--- config.mk ---
export PLATFORM = sky130hd
export DESIGN_NAME = hazard_stall_ctrl_flat
export DESIGN_NICKNAME = d
export VERILOG_FILES = /design/src/rtl/hazard_stall_ctrl_if.sv /design/src/rtl/hazard_stall_ctrl.sv /design/src/flat_wrapper.sv
export SDC_FILE = /design/constraint.sdc
export NUM_CORES = 1
export LEC_CHECK = 0
export ABC_CLOCK_PERIOD_IN_PS = 4700
export BUFFER_PORTS_ARGS = -buffer_cell sky130_fd_sc_hd__buf_2
export CAP_MARGIN = 30
export CORE_MARGIN = 2
export CORE_UTILIZATION = 30
export DETAILED_ROUTE_END_ITERATION = 7
export PLACE_DENSITY = 0.62
export SYNTH_ARGS = -nofsm -noshare
export SYNTH_HDL_FRONTEND = slang
export SYNTH_SLANG_ARGS = --single-unit
export TNS_END_PERCENT = 30
--- constraint.sdc ---
create_clock -name CLK -period 4.7 [get_ports CLK]
set_input_delay 0.94 -clock CLK [delete_from_list [all_inputs] [get_ports CLK]]
set_output_delay 0.94 -clock CLK [all_outputs]
set_load 0.03 [all_outputs]
--- src/rtl/hazard_stall_ctrl_if.sv ---
// Signal bundle between the decode-stage hazard controller and the pipeline registers.
// The slave modport is the controller; the master modport is the pipeline side.
interface hazard_stall_ctrl_if #(
  parameter int CNT_W = 16
);
  logic [4:0]       i_idRAddr1;
  logic [4:0]       i_idRAddr2;
  logic             i_idUsesRs1;
  logic             i_idUsesRs2;
  logic [4:0]       i_exRd;
  logic [2:0]       i_exMemRead;
  logic             i_exRegWriteEn;
  logic             i_exBranchTaken;
  logic             i_imemBusywait;
  logic             i_dmemBusywait;
  logic             o_pipeBusywait;
  logic             o_pcStall;
  logic             o_ifIdStall;
  logic             o_ifIdFlush;
  logic             o_idExBubble;
  logic [CNT_W-1:0] o_stallCount;
  logic [CNT_W-1:0] o_flushCount;

  modport master (
    output i_idRAddr1, i_idRAddr2, i_idUsesRs1, i_idUsesRs2,
    output i_exRd, i_exMemRead, i_exRegWriteEn, i_exBranchTaken,
    output i_imemBusywait, i_dmemBusywait,
    input  o_pipeBusywait, o_pcStall, o_ifIdStall, o_ifIdFlush, o_idExBubble,
    input  o_stallCount, o_flushCount
  );

  modport slave (
    input  i_idRAddr1, i_idRAddr2, i_idUsesRs1, i_idUsesRs2,
    input  i_exRd, i_exMemRead, i_exRegWriteEn, i_exBranchTaken,
    input  i_imemBusywait, i_dmemBusywait,
    output o_pipeBusywait, o_pcStall, o_ifIdStall, o_ifIdFlush, o_idExBubble,
    output o_stallCount, o_flushCount
  );
endinterface

--- src/rtl/hazard_stall_ctrl.sv ---
// Load-use stall, branch flush and memory busywait freeze control for PC, IF/ID and ID/EX.
// Priority: memory busywait, then taken branch, then load-use stall.
module hazard_stall_ctrl #(
  parameter int LOAD_USE_BUBBLES = 1,
  parameter int CNT_W            = 16
) (
  input logic                 CLK,
  input logic                 RESET,
  hazard_stall_ctrl_if.slave  bus
);

  typedef enum logic {
    RUN,
    LOAD_STALL
  } state_t;

  // A single bubble needs no extra state; longer stalls count down the remaining cycles.
  localparam bit         MULTI_BUBBLE = (LOAD_USE_BUBBLES > 1);
  localparam logic [1:0] BCNT_INIT    = MULTI_BUBBLE ? 2'(LOAD_USE_BUBBLES - 2) : 2'd0;

  state_t           r_state;
  state_t           w_nextState;
  logic [1:0]       r_bcnt;
  logic [1:0]       w_nextBcnt;
  logic [CNT_W-1:0] r_stallCount;
  logic [CNT_W-1:0] r_flushCount;
  logic             w_busy;
  logic             w_rs1Match;
  logic             w_rs2Match;
  logic             w_hz;
  logic             w_incStall;
  logic             w_incFlush;
  logic             w_pipeBusywait;
  logic             w_pcStall;
  logic             w_ifIdStall;
  logic             w_ifIdFlush;
  logic             w_idExBubble;

  assign w_busy     = bus.i_imemBusywait | bus.i_dmemBusywait;
  assign w_rs1Match = bus.i_idUsesRs1 & (bus.i_idRAddr1 == bus.i_exRd);
  assign w_rs2Match = bus.i_idUsesRs2 & (bus.i_idRAddr2 == bus.i_exRd);
  assign w_hz       = (bus.i_exMemRead != 3'b000) & bus.i_exRegWriteEn &
                      (bus.i_exRd != 5'd0) & (w_rs1Match | w_rs2Match);

  always_comb begin
    w_nextState    = r_state;
    w_nextBcnt     = r_bcnt;
    w_incStall     = 1'b0;
    w_incFlush     = 1'b0;
    w_pipeBusywait = 1'b0;
    w_pcStall      = 1'b0;
    w_ifIdStall    = 1'b0;
    w_ifIdFlush    = 1'b0;
    w_idExBubble   = 1'b0;
    if (RESET) begin
      w_nextState = RUN;
      w_nextBcnt  = 2'd0;
    end else if (w_busy) begin
      w_pipeBusywait = 1'b1;
    end else if (bus.i_exBranchTaken) begin
      w_ifIdFlush  = 1'b1;
      w_idExBubble = 1'b1;
      w_incFlush   = 1'b1;
      w_nextState  = RUN;
      w_nextBcnt   = 2'd0;
    end else begin
      unique case (r_state)
        RUN: begin
          if (w_hz) begin
            w_pcStall    = 1'b1;
            w_ifIdStall  = 1'b1;
            w_idExBubble = 1'b1;
            w_incStall   = 1'b1;
            if (MULTI_BUBBLE) begin
              w_nextState = LOAD_STALL;
              w_nextBcnt  = BCNT_INIT;
            end
          end
        end
        LOAD_STALL: begin
          // The EX stage holds a bubble here, so the hazard term is meaningless and ignored.
          w_pcStall    = 1'b1;
          w_ifIdStall  = 1'b1;
          w_idExBubble = 1'b1;
          w_incStall   = 1'b1;
          if (r_bcnt == 2'd0) begin
            w_nextState = RUN;
          end else begin
            w_nextBcnt = r_bcnt - 2'd1;
          end
        end
        default: begin
          w_nextState = RUN;
          w_nextBcnt  = 2'd0;
        end
      endcase
    end
  end

  always_ff @(posedge CLK) begin
    if (RESET) begin
      r_state <= RUN;
      r_bcnt  <= 2'd0;
    end else begin
      r_state <= w_nextState;
      r_bcnt  <= w_nextBcnt;
    end
  end

  // Performance counters stick at all-ones rather than wrapping.
  always_ff @(posedge CLK) begin
    if (RESET) begin
      r_stallCount <= '0;
      r_flushCount <= '0;
    end else begin
      if (w_incStall && (r_stallCount != {CNT_W{1'b1}})) begin
        r_stallCount <= r_stallCount + 1'b1;
      end
      if (w_incFlush && (r_flushCount != {CNT_W{1'b1}})) begin
        r_flushCount <= r_flushCount + 1'b1;
      end
    end
  end

  assign bus.o_pipeBusywait = w_pipeBusywait;
  assign bus.o_pcStall      = w_pcStall;
  assign bus.o_ifIdStall    = w_ifIdStall;
  assign bus.o_ifIdFlush    = w_ifIdFlush;
  assign bus.o_idExBubble   = w_idExBubble;
  assign bus.o_stallCount   = r_stallCount;
  assign bus.o_flushCount   = r_flushCount;

endmodule

--- src/flat_wrapper.sv ---
// flat-port wrapper written by rule: the top's interface ports become plain ports
module hazard_stall_ctrl_flat 
#(
  parameter int LOAD_USE_BUBBLES = 1,
  parameter int CNT_W            = 16
)
  (CLK, RESET, bus_i_idRAddr1, bus_i_idRAddr2, bus_i_idUsesRs1, bus_i_idUsesRs2, bus_i_exRd, bus_i_exMemRead, bus_i_exRegWriteEn, bus_i_exBranchTaken, bus_i_imemBusywait, bus_i_dmemBusywait, bus_o_pipeBusywait, bus_o_pcStall, bus_o_ifIdStall, bus_o_ifIdFlush, bus_o_idExBubble, bus_o_stallCount, bus_o_flushCount);
  hazard_stall_ctrl_if #(.CNT_W(CNT_W)) bus_i ();
  input logic CLK;
  input logic RESET;
  input wire logic [$bits(bus_i.i_idRAddr1)-1:0] bus_i_idRAddr1;
  input wire logic [$bits(bus_i.i_idRAddr2)-1:0] bus_i_idRAddr2;
  input wire logic [$bits(bus_i.i_idUsesRs1)-1:0] bus_i_idUsesRs1;
  input wire logic [$bits(bus_i.i_idUsesRs2)-1:0] bus_i_idUsesRs2;
  input wire logic [$bits(bus_i.i_exRd)-1:0] bus_i_exRd;
  input wire logic [$bits(bus_i.i_exMemRead)-1:0] bus_i_exMemRead;
  input wire logic [$bits(bus_i.i_exRegWriteEn)-1:0] bus_i_exRegWriteEn;
  input wire logic [$bits(bus_i.i_exBranchTaken)-1:0] bus_i_exBranchTaken;
  input wire logic [$bits(bus_i.i_imemBusywait)-1:0] bus_i_imemBusywait;
  input wire logic [$bits(bus_i.i_dmemBusywait)-1:0] bus_i_dmemBusywait;
  output wire logic [$bits(bus_i.o_pipeBusywait)-1:0] bus_o_pipeBusywait;
  output wire logic [$bits(bus_i.o_pcStall)-1:0] bus_o_pcStall;
  output wire logic [$bits(bus_i.o_ifIdStall)-1:0] bus_o_ifIdStall;
  output wire logic [$bits(bus_i.o_ifIdFlush)-1:0] bus_o_ifIdFlush;
  output wire logic [$bits(bus_i.o_idExBubble)-1:0] bus_o_idExBubble;
  output wire logic [$bits(bus_i.o_stallCount)-1:0] bus_o_stallCount;
  output wire logic [$bits(bus_i.o_flushCount)-1:0] bus_o_flushCount;
  assign bus_i.i_idRAddr1 = bus_i_idRAddr1;
  assign bus_i.i_idRAddr2 = bus_i_idRAddr2;
  assign bus_i.i_idUsesRs1 = bus_i_idUsesRs1;
  assign bus_i.i_idUsesRs2 = bus_i_idUsesRs2;
  assign bus_i.i_exRd = bus_i_exRd;
  assign bus_i.i_exMemRead = bus_i_exMemRead;
  assign bus_i.i_exRegWriteEn = bus_i_exRegWriteEn;
  assign bus_i.i_exBranchTaken = bus_i_exBranchTaken;
  assign bus_i.i_imemBusywait = bus_i_imemBusywait;
  assign bus_i.i_dmemBusywait = bus_i_dmemBusywait;
  assign bus_o_pipeBusywait = bus_i.o_pipeBusywait;
  assign bus_o_pcStall = bus_i.o_pcStall;
  assign bus_o_ifIdStall = bus_i.o_ifIdStall;
  assign bus_o_ifIdFlush = bus_i.o_ifIdFlush;
  assign bus_o_idExBubble = bus_i.o_idExBubble;
  assign bus_o_stallCount = bus_i.o_stallCount;
  assign bus_o_flushCount = bus_i.o_flushCount;
  hazard_stall_ctrl #(.LOAD_USE_BUBBLES(LOAD_USE_BUBBLES), .CNT_W(CNT_W)) u_core (.CLK(CLK), .RESET(RESET), .bus(bus_i));
endmodule
# Word-level counts from Yosys, hierarchy flattened

Index checks and enable logic that the tools add are counted.

Word-level logic and storage cells: 47
Bits of input ports: 26
Flip-flop bits (word level): 35

$add $sub $neg: 3
Equal/unequal tests: 5
Mux-type cells: 19
Reduce and logical (&&, ||, !) cells: 7
Bitwise gates (word level): 9

Operators with widths:

| cell                    | number |
|---|---|
| $add A16 B1 Y16 const B | 2 |
| $ne A16 B16 Y1 const B  | 2 |
| $mux W1                 | 15 |
| $eq A5 B5 Y1            | 2 |
| $mux W2                 | 3 |
| $and A1 B1 Y1           | 5 |
| $reduce_bool A5 Y1      | 1 |
| $reduce_and A3 Y1       | 1 |
| $reduce_bool A3 Y1      | 1 |
| $logic_and A1 B1 Y1     | 2 |
| $logic_not A2 Y1        | 1 |
| $ne A2 B2 Y1 const B    | 1 |
| $not A1 Y1              | 2 |
| $or A1 B1 Y1            | 2 |
| $pmux W1 S2             | 1 |
| $reduce_bool A2 Y1      | 1 |
| $sub A2 B1 Y2 const B   | 1 |

# Logic depth before layout (Yosys ltp)

Word-level depth: 10
Mapped depth: 7
Mapped depth without buffers: 7

# Least setup slack after synthesis

No wires, ideal clock.

Path type: input-to-output
Start: input bus_i_exRd[1]
End: output bus_o_idExBubble
Cell stages on the path: 6
Arrival: 2.410 ns
Slack: 1.350 ns
Buffers on the path: 1
Required time: 3.760 ns
Cells stage by stage: xnor2_1 -> nand4_1 -> o22ai_1 -> a21oi_1 -> buf_2 -> a21boi_0

Longest elaborated chain between the ends: 9

Ends and longest elaborated chain:

| what                                    | line                                             | source |
|---|---|---|
| start: declaration                      | flat_wrapper.sv:15                               | `input wire logic [$bits(bus_i.i_exRd)-1:0] bus_i_exRd;` |
| $eq A5 B5 Y1, on equally long branches  | hazard_stall_ctrl.sv:40, hazard_stall_ctrl.sv:41 |  |
| $and A1 B1 Y1, on equally long branches | hazard_stall_ctrl.sv:40, hazard_stall_ctrl.sv:41 |  |
| $or A1 B1 Y1                            | hazard_stall_ctrl.sv:43                          | `(bus.i_exRd != 5'd0) & (w_rs1Match \| w_rs2Match);` |
| $and A1 B1 Y1 (*)                       | hazard_stall_ctrl.sv:43                          |  |
| $mux W1 (*)                             | hazard_stall_ctrl.sv:69                          | `if (w_hz) begin` |
| $pmux W1 S2 (*)                         | hazard_stall_ctrl.sv:67                          | `unique case (r_state)` |
| $mux W1 (*)                             | hazard_stall_ctrl.sv:60                          | `end else if (bus.i_exBranchTaken) begin` |
| $mux W1 (*)                             | hazard_stall_ctrl.sv:58                          | `end else if (w_busy) begin` |
| $mux W1 (*)                             | hazard_stall_ctrl.sv:55                          | `if (RESET) begin` |
| end: declaration                        | flat_wrapper.sv:25                               | `output wire logic [$bits(bus_i.o_idExBubble)-1:0] bus_o_idExBubble;` |

Every way passes the cells marked *; elsewhere a longest branch is shown, timed or not.

# Final worst setup path

Start: input bus_i_exRd[2]
End: output bus_o_idExBubble

Same word-level chain as after synthesis.

==> flow_summary.toml <==
[logic_synthesis]
synth.net_count = 263
yosysUniqueCellTypes = 47
syn_inst = 234
yosysMostFrequentCell = "dfxtp_1"
synth.area.top_cells = "dfxtp_1, xnor2_1, nor2_1"
synth_enable_flop_cells = 0
synth-main-ff-cell = "dfxtp_1"
yosysTopAreaCell = "dfxtp_1"
ys_seq_area_share_pct = 34.93
ys_ff_latch = 35
synth_top_cell_area_share_pct = 34.93
async_flop_share_pct = 0
synth_common_cells = "dfxtp_1, nor2_1, xnor2_1"
synth_area_um2 = 2006
avgSynthCellArea_um2 = 8.571
yosys_warnings = 0

[clock_tree]
cts_buffer_depth = 2
postCtsSetupBuffers = 0
htreeDepth = 2
clk_latency_ns = 0.29
cts_buffers = 5
path_clk_slew_ns = 0.07
cts_num_sinks = 35
cts_resized = 0
cts_tree = "yes"
cts_hold_buf = 0
cts_root_buf = "clkbuf_8"

[global_route]
antenna_found_initial = 0
grt_pass1_wl_um = 7983
grt_overflow_total = 0
grt_pass1_vias = 1805
track_usage_pct = 13.52
grt_max_degree = 35

[sta]
hold_viol_final = 0
maxSlewHeadroom_pct = 52.72
rsz0062_at_grt = "false"
finalSetupViolCount = 0
fin_setup_tns_ns = 0
period_share_pct = 73.11
max_freq_mhz = 291.0
tightest_slew_ns = 0.7092
drv_slew = 0
clock_skew_ns = 0.003300
fin_crit_ns = 3.436

[placed_design]
place_congestion = 0.8116
hpwl_um = 3551
io_buffers = 62
dpl_cell_area_um2 = 2371

[worst_setup_path]
critical_path.max_fanout = 11
critical_path.top_delay_family = "compound AO/OA/AOI/OAI gates"
timing.critical_path.slowest_stage_cell = "a21oi_1"
cp_data_required_time_ns = 3.76
path_class = "in -> out"
path_buf_inv = 2
max_stage_delay_ns = 0.59
critical_path.cell_chain = "buf_2 > xnor2_1 > nand4_1 > o22ai_1 > a21oi_1 > a21boi_0 > buf_2"
cp_common_cell = "buf_2"
startpoint_type = "input port"
arrival_ns = 2.50
critPathCaptureType = "primary output"

[die]
ios = 63
core_um2 = 6422
die_area_um2 = 7356
rows = 29
die_h_um = 85.77
die_x_um = 85.77
start_util_pct = 31.23

[power_and_ir_drop]
irDropWorstVdd_uv = 128.3
powerDensity_nw_per_um2 = 229.7
p_leak_nw = 1.019

[flow_run]
maxCapViolations = 0

[layout]
syn_to_final_growth_pct = 22.58
drive_gt1_share_pct = 28.86
finalNetCount = 327
finalInstanceArea_um2 = 2459
antenna_cells = 0

[drt]
wire_per_inst_um = 12.53
routed_wl_um = 4698
post_drt_via_cell_ratio = 5.043
drt_iter0_drc = 62
ant_nets = 0
route.vias.total = 1891
first_pass_iters = 8
drcViolationCount = 8

[status]
status = "complete, but fails checks"
violations = "DRC"

[min_path]
hp-class = "reg -> reg"
==> worst register-to-register path: stages (launching register included) <==
cell     delay (ns)
dfxtp_1        0.41
ha_1           0.23
nand2_1        0.09
or4_1          0.54
o221a_4        0.29
nand2_4        0.11
mux2i_1        0.19
nor2_1         0.05
==> cell type report <==
cell class	count	area (um2)
clock buffers	6	82.58
clock inverters	1	5.005
fillers	667	3964
inverters	9	33.78
multi-input cells	185	1230
flip-flops and latches	35	700.7
well taps	77	96.34
repair buffers	62	310.3
==> layout by cell type (no fill, tap or decap), types with 2 or more instances in the layout <==
master    count
o31ai_1       4
nor2_1       31
nor3_1        6
a21oi_1      12
or2_2         2
and2_1        3
a31oi_1       2
nand2_1      18
nor4_1        7
or3_1         5
or4_1         4
clkbuf_8      6
inv_1         9
nand3_2       4
buf_2        62
xnor2_1      22
ha_1          3
nand3_1      15
and3_1        3
xor2_1        6
o21ai_0       8
nand4_1       9
dfxtp_1      35
==> worst paths after layout <==
check	startpoint	to	slack (ns)	depth (start not counted)
setup / recovery	bus_i_exRd[2]	bus_o_idExBubble	1.26	7
setup reg to reg	u_core.bus.o_stallCount[0]$_SDFFE_PP0P_	u_core.bus.o_stallCount[1]$_SDFFE_PP0P_	2.66	7
hold reg to reg	u_core.r_bcnt[1]$_SDFFE_PP0P_	u_core.r_bcnt[1]$_SDFFE_PP0P_	0.49	2
hold / removal	u_core.r_bcnt[1]$_SDFFE_PP0P_	u_core.r_bcnt[1]$_SDFFE_PP0P_	0.49	2
==> where the power goes <==
group / total, mW / internal [mW] / switching (mW) / leakage (nW)
Clock: 0.222 / 0.115 / 0.107 / 0.0470
Sequential: 0.298 / 0.297 / 0.000763 / 0.282
Combinational: 0.0447 / 0.0186 / 0.0262 / 0.690
==> per-stage QoR <==
stage	setup slack [ns]	power, mW	hold slack, ns	util (%)	cells
6_report	1.264	0.5646	0.4902	38.28	375
5_1_grt	1.132	0.5903	0.5548	38.28	375
4_1_cts	1.311	0.5759	0.4942	38.28	375
3_5_place_dp	1.309	0.3497	0.4774	36.92	368
3_3_place_gp	1.334	0.3495	0.4705	36.92	368
2_1_floorplan	1.350	0.3316	0.4544	-	234
==> cell families after synthesis <==
kind of cell,share of synthesized area (%)
mux,1.060
compound gates,12.42
xor+xnor,12.23
buf+inv,3.742
fa+ha+maj,1.872
simple gates,33.75
flops,34.93
==> sequential cells by signal, indices dropped and copies added (netlist names) <==
name / flops
u_core.bus.o_stallCount: 16
u_core.r_bcnt: 2
u_core.r_state: 1
u_core.bus.o_flushCount: 16
==> layer usage <==
metal | vias up | share of wire [%] | global-route usage [%] | wire, um
li1 | 964 | - | - | -
met1 | 866 | 45 | 16.36 | 2127
met2 | 56 | 47 | 22.51 | 2185
met3 | 5 | 6.9 | 3.657 | 324
met4 | 0 | 1.3 | 5.916 | 61
met5 | - | 0 | 0 | 0
Note: power is estimated with default switching activity, not from simulation.
